[src/rtl/dbg_entry_ctrl_pkg.sv]
// Shared types and constants for the debug entry/exit controller.
// Address width, dcsr.cause codes and FSM state encoding.
package dbg_entry_ctrl_pkg;

  localparam int unsigned ADDR_WIDTH = 32;

  localparam logic [2:0] DBG_CAUSE_NONE    = 3'd0;
  localparam logic [2:0] DBG_CAUSE_EBREAK  = 3'd1;
  localparam logic [2:0] DBG_CAUSE_TRIGGER = 3'd2;
  localparam logic [2:0] DBG_CAUSE_HALTREQ = 3'd3;
  localparam logic [2:0] DBG_CAUSE_STEP    = 3'd4;

  typedef enum logic [1:0] {
    StRun    = 2'd0,
    StDrain  = 2'd1,
    StHalted = 2'd2,
    StResume = 2'd3
  } dbg_state_e;

endpackage

[src/rtl/dbg_cause_arb.sv]
// Combinational priority encoder for debug entry causes:
// trigger > ebreak > haltreq > step.
module dbg_cause_arb
  import dbg_entry_ctrl_pkg::*;
(
  input  logic       trigger,
  input  logic       ebreak,
  input  logic       haltreq,
  input  logic       step,
  output logic       valid,
  output logic [2:0] cause
);

  always_comb begin
    valid = trigger | ebreak | haltreq | step;
    cause = DBG_CAUSE_NONE;
    if (trigger) begin
      cause = DBG_CAUSE_TRIGGER;
    end else if (ebreak) begin
      cause = DBG_CAUSE_EBREAK;
    end else if (haltreq) begin
      cause = DBG_CAUSE_HALTREQ;
    end else if (step) begin
      cause = DBG_CAUSE_STEP;
    end
  end

endmodule

[src/rtl/dbg_entry_ctrl.sv]
// Debug-mode entry/exit controller: arbitrates entry cause, captures dpc, drains, halts, resumes.
// Optional single-step support is enabled by defining DBG_STEP_EN (adds the dcsr_step input).
module dbg_entry_ctrl
  import dbg_entry_ctrl_pkg::*;
(
  input  logic                  cpu_clk,
  input  logic                  cpu_rstn,
  input  logic                  breakpoint,
  input  logic                  breakpoint_exp,
  input  logic                  ebreak_ex,
  input  logic                  dcsr_ebreakm,
  input  logic                  haltreq,
  input  logic                  resumereq,
`ifdef DBG_STEP_EN
  input  logic                  dcsr_step,
`endif
  input  logic [ADDR_WIDTH-1:0] pc_ex,
  input  logic                  pipe_idle,
  input  logic                  retire_valid,
  input  logic                  dpc_wr_en,
  input  logic [ADDR_WIDTH-1:0] dpc_wr_data,
  output logic                  dbg_mode,
  output logic                  dbg_flush,
  output logic                  halted,
  output logic                  resumeack,
  output logic [ADDR_WIDTH-1:0] dpc,
  output logic [2:0]            dcsr_cause,
  output logic                  resume_valid,
  output logic [ADDR_WIDTH-1:0] resume_pc,
  output logic                  exp_req,
  output logic [ADDR_WIDTH-1:0] exp_pc
);

  dbg_state_e            state_q, state_d;
  logic [ADDR_WIDTH-1:0] pc_ex_dly_q;
  logic [ADDR_WIDTH-1:0] dpc_q, dpc_d;
  logic [2:0]            cause_q, cause_d;
  logic                  flush_q, flush_d;
  logic                  resumeack_q, resumeack_d;
  logic                  exp_req_q, exp_req_d;
  logic [ADDR_WIDTH-1:0] exp_pc_q, exp_pc_d;
  logic                  step_pending_q, step_pending_d;
  logic                  step_arm;
  logic                  step_done;
  logic                  entry_valid;
  logic [2:0]            entry_cause;

`ifdef DBG_STEP_EN
  assign step_arm = dcsr_step;
`else
  assign step_arm = 1'b0;
`endif

  // Without step support step_pending never sets, so step_done stays 0.
  assign step_done = step_pending_q & retire_valid;

  dbg_cause_arb u_cause_arb (
    .trigger (breakpoint),
    .ebreak  (ebreak_ex & dcsr_ebreakm),
    .haltreq (haltreq),
    .step    (step_done),
    .valid   (entry_valid),
    .cause   (entry_cause)
  );

  always_comb begin
    state_d        = state_q;
    dpc_d          = dpc_q;
    cause_d        = cause_q;
    flush_d        = 1'b0;
    resumeack_d    = 1'b0;
    exp_req_d      = 1'b0;
    exp_pc_d       = exp_pc_q;
    step_pending_d = step_pending_q;
    unique case (state_q)
      StRun: begin
        if (entry_valid) begin
          state_d        = StDrain;
          cause_d        = entry_cause;
          // Trigger hits are registered upstream and belong to the previous EX pc.
          dpc_d          = (entry_cause == DBG_CAUSE_TRIGGER) ? pc_ex_dly_q : pc_ex;
          flush_d        = 1'b1;
          step_pending_d = 1'b0;
        end else if (breakpoint_exp) begin
          exp_req_d = 1'b1;
          exp_pc_d  = pc_ex_dly_q;
        end
      end
      StDrain: begin
        if (pipe_idle) state_d = StHalted;
      end
      StHalted: begin
        if (dpc_wr_en) dpc_d = dpc_wr_data;
        if (resumereq) state_d = StResume;
      end
      StResume: begin
        state_d        = StRun;
        resumeack_d    = 1'b1;
        step_pending_d = step_arm;
      end
      default: state_d = StRun;
    endcase
  end

  always_ff @(posedge cpu_clk or negedge cpu_rstn) begin
    if (!cpu_rstn) begin
      state_q        <= StRun;
      pc_ex_dly_q    <= '0;
      dpc_q          <= '0;
      cause_q        <= DBG_CAUSE_NONE;
      flush_q        <= 1'b0;
      resumeack_q    <= 1'b0;
      exp_req_q      <= 1'b0;
      exp_pc_q       <= '0;
      step_pending_q <= 1'b0;
    end else begin
      state_q        <= state_d;
      pc_ex_dly_q    <= pc_ex;
      dpc_q          <= dpc_d;
      cause_q        <= cause_d;
      flush_q        <= flush_d;
      resumeack_q    <= resumeack_d;
      exp_req_q      <= exp_req_d;
      exp_pc_q       <= exp_pc_d;
      step_pending_q <= step_pending_d;
    end
  end

  assign dbg_mode     = (state_q != StRun);
  assign dbg_flush    = flush_q;
  assign halted       = (state_q == StHalted);
  assign resumeack    = resumeack_q;
  assign dpc          = dpc_q;
  assign dcsr_cause   = cause_q;
  assign resume_valid = (state_q == StResume);
  assign resume_pc    = dpc_q;
  assign exp_req      = exp_req_q;
  assign exp_pc       = exp_pc_q;

endmodule

[config.mk]
export PLATFORM = sky130hd
export DESIGN_NAME = dbg_entry_ctrl
export DESIGN_NICKNAME = d
export VERILOG_FILES = /design/src/rtl/dbg_entry_ctrl_pkg.sv /design/src/rtl/dbg_cause_arb.sv /design/src/rtl/dbg_entry_ctrl.sv
export SDC_FILE = /design/constraint.sdc
export NUM_CORES = 1
export LEC_CHECK = 0
export ABC_AREA = 1
export BUFFER_PORTS_ARGS = -buffer_cell sky130_fd_sc_hd__buf_2
export CORE_ASPECT_RATIO = 0.5
export CORE_MARGIN = 2
export CORE_UTILIZATION = 35
export CTS_CLUSTER_DIAMETER = 40
export CTS_CLUSTER_SIZE = 14
export DETAILED_ROUTE_END_ITERATION = 6
export PLACE_DENSITY_LB_ADDON = 0.3
export SYNTH_ARGS = -nofsm -noshare
export SYNTH_HDL_FRONTEND = slang
export SYNTH_HIERARCHICAL = 1
export SYNTH_SLANG_ARGS = --single-unit
[constraint.sdc]
create_clock -name cpu_clk -period 2.1 [get_ports cpu_clk]
set_clock_uncertainty 0.05 [all_clocks]
set_input_delay 0.21 -clock cpu_clk [delete_from_list [all_inputs] [get_ports cpu_clk]]
set_output_delay 0.21 -clock cpu_clk [all_outputs]
set_load 0.01 [all_outputs]
== Yosys cells after proc, flatten, opt, wreduce, memory -nomap -nowiden ==
Cells that the tools add are included.
Word-level totals
  logic and storage cells: 52
  ROM bits: 0
  memories kept: 0
  bits of input ports: 75
  bits in registers: 105
  RAM bits: 0
  output and inout bits: 105
  bits in latches: 0
Cells by class
  equality and inequality tests: 8
  bitwise logic cells: 6
  div/mod/pow operators: 0
  multiplexer cells: 20
  multipliers: 0
  add/sub/neg operators: 0
  reductions and logical operators: 9
  magnitude comparators: 0
  shift-type cells: 0
Operator list (number)
  32-bit two-way mux: 3
  32-bit case mux with 2 select lines: 1
  3-bit two-way mux: 4
  3-bit AND reduction: 3
  2-bit != test (second input constant): 4
  2-bit case mux with 4 select lines: 1
  1-bit two-way mux: 7
  2-bit two-way mux: 3
  2-bit nonzero test: 3
  2-bit == test (second input constant): 2
  2-bit AND reduction: 2
  3-bit by 2-bit == test with 1-bit output (second input constant): 1
  1-bit bitwise OR: 3
  1-bit AND: 2
  2-bit by 1-bit == test with 1-bit output (second input constant): 1
  2-bit zero test: 1
  1-bit case mux with 2 select lines: 1
  1-bit NOT: 1

== Depth between registers and ports, before layout ==
Gate-level depths: netlist of the first run.
  depth after elaboration: 9
  depth in mapped cells: 12

== Cells and area by module ==
Netlist of the first run, hierarchy kept.
By module, submodules not included
  dbg_entry_ctrl: cells an instance 561, area an instance 4725.8 µm², seq. area each 2602.5 µm², instances 1
  dbg_cause_arb: cells an instance 9, area an instance 38.8 µm², seq. area each 0.0 µm², instances 1

== Least setup slack after synthesis of the first run ==
Ideal clock, no wire load.
  path kind: register to register
  start point: reg state_q[0]
  end point: reg dpc_q[10] (netlist: dpc[10])
  required time: 1934 ps
  buffers on the path: 1
  library setup time: 116 ps
  data arrival time: 1325 ps
  cell stages (with the launch flop): 10
  path slack: 608 ps
  cell sequence: dfrtp_1 inv_1 ha_1 nor2_1 inv_2 nand3_4 buf_6 nor2_2 nand2_1 nand2_1
Between the ends
  word-level cells in the longest chain between the ends: 3
  elaborated cells on any way between the ends: 7
RTL lines
  start, declared: RTL line dbg_entry_ctrl.sv:34  | dbg_state_e state_q, state_d;
  start signal, assigned: RTL line dbg_entry_ctrl.sv:107  | state_q <= StRun;
  start signal, assigned: RTL line dbg_entry_ctrl.sv:117  | state_q <= state_d;
  2-bit == test (*)
  named net halted: RTL line dbg_entry_ctrl.sv:24  | output logic halted,
  2-bit != test (no source line) / 2-bit nonzero test (equally long branches)
  3-bit AND reduction (no source line)
  end signal, assigned: RTL line dbg_entry_ctrl.sv:119  | dpc_q <= dpc_d;
  end, declared: RTL line dbg_entry_ctrl.sv:36  | logic [ADDR_WIDTH-1:0] dpc_q, dpc_d;
Mark *: on every way through the listed nets, which the timed path passes. The rest lies on a longest branch.
A chain may end at the register's enable or synchronous reset.

== Final worst setup path of the first run ==
  start point: reg state_q[0]
  end point: reg dpc_q[17] (netlist: dpc[17])
Between the ends
  word-level cells in the longest chain between the ends: 3
  elaborated cells on any way between the ends: 7
RTL lines
  2-bit == test / 2-bit zero test (equally long branches): RTL line dbg_entry_ctrl.sv:75  | unique case (state_q)
  2-bit != test (no source line) / 2-bit nonzero test (equally long branches)
  3-bit AND reduction (no source line)
Several ways; a longest one is shown, not always the timed one.

==> results of run 1 <==
## per-stage QoR
step / util [%] / hold slack [ns] / total power (W)
after CTS: 46.7 / 0.137 / 0.00891
after detailed placement: 42.0 / 0.193 / 0.00716
after global routing: 46.7 / 0.153 / 0.00954
final: 46.7 / 0.145 / 0.00880
after floorplan: - / -0.136 / 0.00600
after global placement: 42.0 / 0.187 / 0.00708
## worst register-to-register path: cells and delay by family (launching register included)
family | cells | cell delay, ns
and+or+nand+nor | 5 | 0.56
adders and majority gates | 1 | 0.23
DFF | 1 | 0.41
buffers and inverters | 3 | 0.46
## cells in the mapped netlist, drive strengths merged
library cell    n  share of area [%]
dfrtp         104                 55
nand3          36                4.3
conb            1              0.079
inv            17                1.3
ha              5                1.3
nand2         237                 19
clkbuf          3               0.24
nor2           68                5.9
o211ai          1               0.16
buf            61                8.7
nand4          32                4.2
o21ai           5               0.53
## repair_timing
item / CTS / global route
buffers inserted: 0 / 0
hold buffers: 33 / 0
hold endpoints to repair: 70 / 0
## layout make-up
| type | instances | area (um^2) |
|---|---|---|
| clock buffers | 10 | 229 |
| clock inverters | 6 | 67.6 |
| fillers | 1350 | 7170 |
| inverters | 17 | 63.8 |
| multi-input cells | 385 | 1690 |
| flip-flops and latches | 104 | 2600 |
| well taps | 176 | 220 |
| repair buffers | 225 | 1400 |
## registers in the layout (all words and copies together) (netlist names)
| name | count |
|---|---|
| dbg_flush | 1 |
| exp_pc | 32 |
| dcsr_cause | 3 |
| exp_req | 1 |
| dpc | 32 |
| pc_ex_dly_q | 32 |
| state_q | 2 |
| resumeack | 1 |
## final timing paths
path | endpoint | start | slack [ns] | cells past startpoint
min in group asynchronous | dpc[23] | cpu_rstn | 0.34 | 2
worst min-delay path | dpc[8] | dpc_wr_data[8] | 0.14 | 5
worst max-delay path | dpc[17] | state_q[0] | 0.33 | 9
worst max register to register | dpc[17] | state_q[0] | 0.33 | 9
max in group asynchronous | exp_pc[13] | cpu_rstn | 1.05 | 3
worst min register to register | exp_pc[31] | pc_ex_dly_q[31] | 0.42 | 2
## cells by family after synthesis
logic type | synth area share (%)
AOI/OAI and AO/OA | 0.683
adders and majority gates | 1.31
buffers and inverters | 10.2
DFF | 54.6
other | 0.0787
and+or+nand+nor | 33.1
## report_power, final
part | switching, W | internal, W | total, W | leakage [nW]
registers | 0.000412 | 0.00270 | 0.00312 | 1.28
clock network | 0.000747 | 0.000930 | 0.00168 | 0.139
logic | 0.00239 | 0.00161 | 0.00400 | 2.09
## routing by layer
| layer | part of all wire, % | wire length (um) |
|---|---|---|
| met1 | 46 | 5820 |
| met2 | 48 | 6090 |
| met3 | 4.0 | 508 |
| met4 | 1.1 | 141 |
| met5 | 0 | 0 |
==> impl_metrics.json, run 1 <==
{
  "wl_per_cell_um": 13.6,
  "final_cell_mix": "nand2_1, buf_2, dfrtp_1",
  "first_iter_violations": 244,
  "rsz0062_at_grt": "false",
  "synthCells": 570,
  "cts_tree": "yes",
  "period_needed_ns": 1.77,
  "overflow": 0,
  "gr-usage-met3_pct": 3.84,
  "min_period_over_period_pct": 84.3,
  "yosys_warnings": 6,
  "worst_path_max_delay_cell": "dfrtp_1",
  "drtAntennaViolNets": 0,
  "clock_latency_ns": 0.34,
  "io-pin-count": 180,
  "max-cap-violations": 0,
  "drc": 0,
  "grt-busiest-layer": "met2",
  "grtUsageMet2_pct": 30.4,
  "cts.sinks": 104,
  "crit_chain": "inv_1, ha_1, nor2_1, inv_2, nand3_4, buf_12, nor2_1, nand2_1, nand2_1",
  "setup_ws_ns": 0.329,
  "ctsRootBufferMaster": "clkbuf_16",
  "grt_first_pass_wirelength_mm": 20.3,
  "placed_cell_area_mm2": 0.00565,
  "crit_type": "reg2reg",
  "instances_no_fill": 923,
  "cts_resized": 0,
  "powerDensity_mw_per_mm2": 1400,
  "portBuffers": 178,
  "die_h_um": 86.5,
  "routabilityCongestion": 0.756,
  "syn_area_mm2": 0.00476,
  "layout_commonest_cell": "nand2_1",
  "max_freq_ghz": 0.565,
  "dp_hpwl_mm": 8.53,
  "via_per_inst": 4.53,
  "cp_max_fo": 24,
  "via_count": 4182,
  "cp_slowest_stage_delay_ns": 0.41,
  "hp-class": "in2reg",
  "cp_top_family": "simple AND/OR/NAND/NOR gates",
  "diodes": 0,
  "fin_tns_setup_ns": 0,
  "grt_max_degree": 43,
  "cts_buffers": 9,
  "nNetsFinal": 822,
  "clkSlewWorstSetupHoldPaths_ns": 0.07,
  "vdd_ir_drop_max_mv": 0.545,
  "worstMarginPinSlew_ns": 0.571,
  "end_kind": "flop",
  "syn_nets": 650,
  "htreeDepth": 3,
  "final-setup-viol-count": 0,
  "area_growth_pct": 31.6,
  "pre_cts_slack_ns": 0.310,
  "coreArea_mm2": 0.0134,
  "dieArea_mm2": 0.0146,
  "ys_types": 18,
  "hold_viol": 0,
  "status": "completed",
  "synth_seq_area_share_pct": 54.6,
  "drive_above_1_share_pct": 30.5,
  "ys_ff_latch": 104,
  "routed_wl_mm": 12.6,
  "stdcell_area_mm2": 0.00627,
  "dpl.cell_count": 874,
  "final-max-slew-violation-count": 0,
  "relSlewSlack_pct": 61.9,
  "p_leak_nw": 3.52,
  "die_width_um": 169,
  "initial_utilization_pct": 35.5,
  "antenna_found_initial": 0,
  "critPathRequiredTime_ns": 2.33,
  "path_buf_inv": 3,
  "cp-start-kind": "flop",
  "drtPass1Iterations": 4,
  "clk_path_buf_depth": 2,
  "syn_area_per_cell_um2": 8.36,
  "first_global_vias": 3995,
  "rows": 30,
  "use_met1_pct": 22.9,
  "critPathArrivalTime_ns": 2.00,
  "grtUsageTotal_pct": 17.5
}
No activity file was read; power rests on OpenSTA's default activity.
==> inputs of run 2 (changes only) <==
==> constraint.sdc (replaced) <==
create_clock -name cpu_clk -period 1.6 [get_ports cpu_clk]
set_clock_uncertainty 0.05 [all_clocks]
set_input_delay 0.16 -clock cpu_clk [delete_from_list [all_inputs] [get_ports cpu_clk]]
set_output_delay 0.16 -clock cpu_clk [all_outputs]
set_load 0.01 [all_outputs]
==> run 2 against run 1 <==
Against the previous run:
- clock power up 22%
- utilization up 0.30 points
- register-to-register slack worse by 0.21 ns
- worst hold slack worse by 0.056 ns
- fmax up 20%
- critical path type unchanged
- non-clock buffer count up 4
- design area up 0.64%
- global-route usage up 0.56 points
- count of clock-buffer cells in the layout unchanged
- sequential share of layout area down 0.26 points
- die area unchanged
- routed wire length up 1.1%
==> impl_metrics.json, run 2 (synthesis gave the netlist of run 1 again) <==
{
  "drive_above_1_share_pct": 31.6,
  "p_leak_nw": 3.53,
  "wl_per_cell_um": 13.7,
  "nNetsFinal": 826,
  "drc": 0,
  "ctsRootBufferMaster": "clkbuf_16",
  "final_cell_mix": "nand2_1, buf_2, dfrtp_1",
  "antenna_found_initial": 0,
  "pre_cts_slack_ns": 0.0751,
  "die_width_um": 169,
  "cts.sinks": 104,
  "worstReg2RegEnd": "dpc[17]",
  "layout_commonest_cell": "nand2_1",
  "clk_path_buf_depth": 2,
  "area_growth_pct": 32.5,
  "first_global_vias": 4161,
  "n_fill_cell": 1379,
  "crit-reg2reg-launch": "state_q[1]",
  "rrSetupSlack_ns": 0.12,
  "hold_viol": 0,
  "dp_hpwl_mm": 8.68,
  "min_period_over_period_pct": 92.5,
  "first_iter_violations": 237,
  "clkSlewWorstSetupHoldPaths_ns": 0.07,
  "die_h_um": 86.5,
  "end_kind": "flop",
  "worst_path_max_delay_cell": "dfrtp_1",
  "r2r_cells": 9,
  "whs_endpoint": "dpc[4]",
  "cp_max_fo": 25,
  "crit_chain": "inv_2, ha_1, nor2_2, inv_2, nand3_4, buf_12, nor2_1, nand2_1, nand2_1",
  "via_count": 4198,
  "clock_latency_ns": 0.34,
  "overflow": 0,
  "coreArea_mm2": 0.0134,
  "cp-start-kind": "flop",
  "dieArea_mm2": 0.0146,
  "cp_top_family": "flip-flops",
  "routed_wl_mm": 12.7,
  "critPathRequiredTime_ns": 1.78,
  "via_per_inst": 4.53,
  "grtUsageTotal_pct": 18.1,
  "setup_ws_ns": 0.120,
  "dpl.cell_count": 878,
  "io-pin-count": 180,
  "hold_depth": 5,
  "grt_first_pass_wirelength_mm": 21.0,
  "path_buf_inv": 3,
  "cts_buffers": 9,
  "max-cap-violations": 0,
  "final-max-slew-violation-count": 0,
  "hp-class": "in2reg",
  "instances_no_fill": 927,
  "rows": 30,
  "vdd_ir_drop_max_mv": 0.826,
  "grt_max_degree": 60,
  "cp_slowest_stage_delay_ns": 0.40,
  "max_freq_ghz": 0.676,
  "crit_type": "reg2reg",
  "cts_tree": "yes",
  "powerDensity_mw_per_mm2": 1830,
  "portBuffers": 178,
  "initial_utilization_pct": 35.5,
  "status": "completed",
  "routabilityCongestion": 0.744,
  "diodes": 0,
  "htreeDepth": 3,
  "post_cts_buffers": 0,
  "hp-start": "dpc_wr_data[4]",
  "final-setup-viol-count": 0,
  "drtAntennaViolNets": 0,
  "critPathArrivalTime_ns": 1.66,
  "period_needed_ns": 1.48,
  "drtPass1Iterations": 5
}
run 2: cell types whose count changed in the layout (fill, tap and decap cells not counted), sizes merged:
| cell | previous run | this run |
|---|---|---|
| buf | 192 | 196 |
| bufinv | 1 | 0 |
| clkinvlp | 2 | 3 |
run 2: metal layers:
metal  GRT usage (%)  share of wire, %  up-vias
met5               0                 0        -
met4            4.66              0.88        0
met3            3.42               4.3        9
met2            29.7                49       87
met1            24.9                46     1994
li1                -                 -     2108
run 2: power by group:
group	switching [W]	total [W]	internal (W)
sequential	0.000539	0.00409	0.00355
clock	0.000989	0.00205	0.00106
combinational	0.00317	0.00543	0.00226
run 2: area by class of cell:
class / instances / area [um^2] / area share (%)
well taps: 176 / 220 / 3.49
multi-input cells: 385 / 1690 / 26.8
clock buffers: 10 / 229 / 3.63
inverters: 17 / 63.8 / 1.01
clock inverters: 6 / 45.0 / 0.714
flip-flops and latches: 104 / 2600 / 41.2
repair buffers: 229 / 1460 / 23.1
run 2: what timing repair did:
item,4_1_cts,5_1_grt
endpoints found under the setup margin,0,25
endpoints found under the hold margin,53,0
resized for setup,0,5
hold buffers,33,0
run 2: stage by stage:
step	hold slack [ns]	setup TNS [ns]	cell area (um^2)	util, %	total power (W)
floorplan	-0.186	0	4760	-	0.00788
global placement	0.0385	0	5700	42.4	0.00945
detailed placement	0.0425	0	5700	42.4	0.00956
CTS	0.0782	0	6300	46.9	0.0117
global route	0.105	-0.00234	6310	47.0	0.0126
finish	0.0884	0	6310	47.0	0.0116
run 2: worst register-to-register path: cells and delay by family (launching register included):
family        cells  cell delay [ns]
fa+ha+maj         1             0.22
buf+inv           3             0.31
simple gates      5             0.40
flops             1             0.40
run 2: worst max path at each step:
stage,startpoint,endpoint,slack (ns),cells past startpoint
floorplan,state_q[0],dpc[10],0.11,9
global placement,state_q[1],dpc[21],0.12,9
detailed placement,state_q[1],dpc[17],0.08,9
CTS,state_q[1],dpc[17],0.05,9
global route,state_q[1],dpc[18],-0.002,9
finish,state_q[1],dpc[17],0.12,9
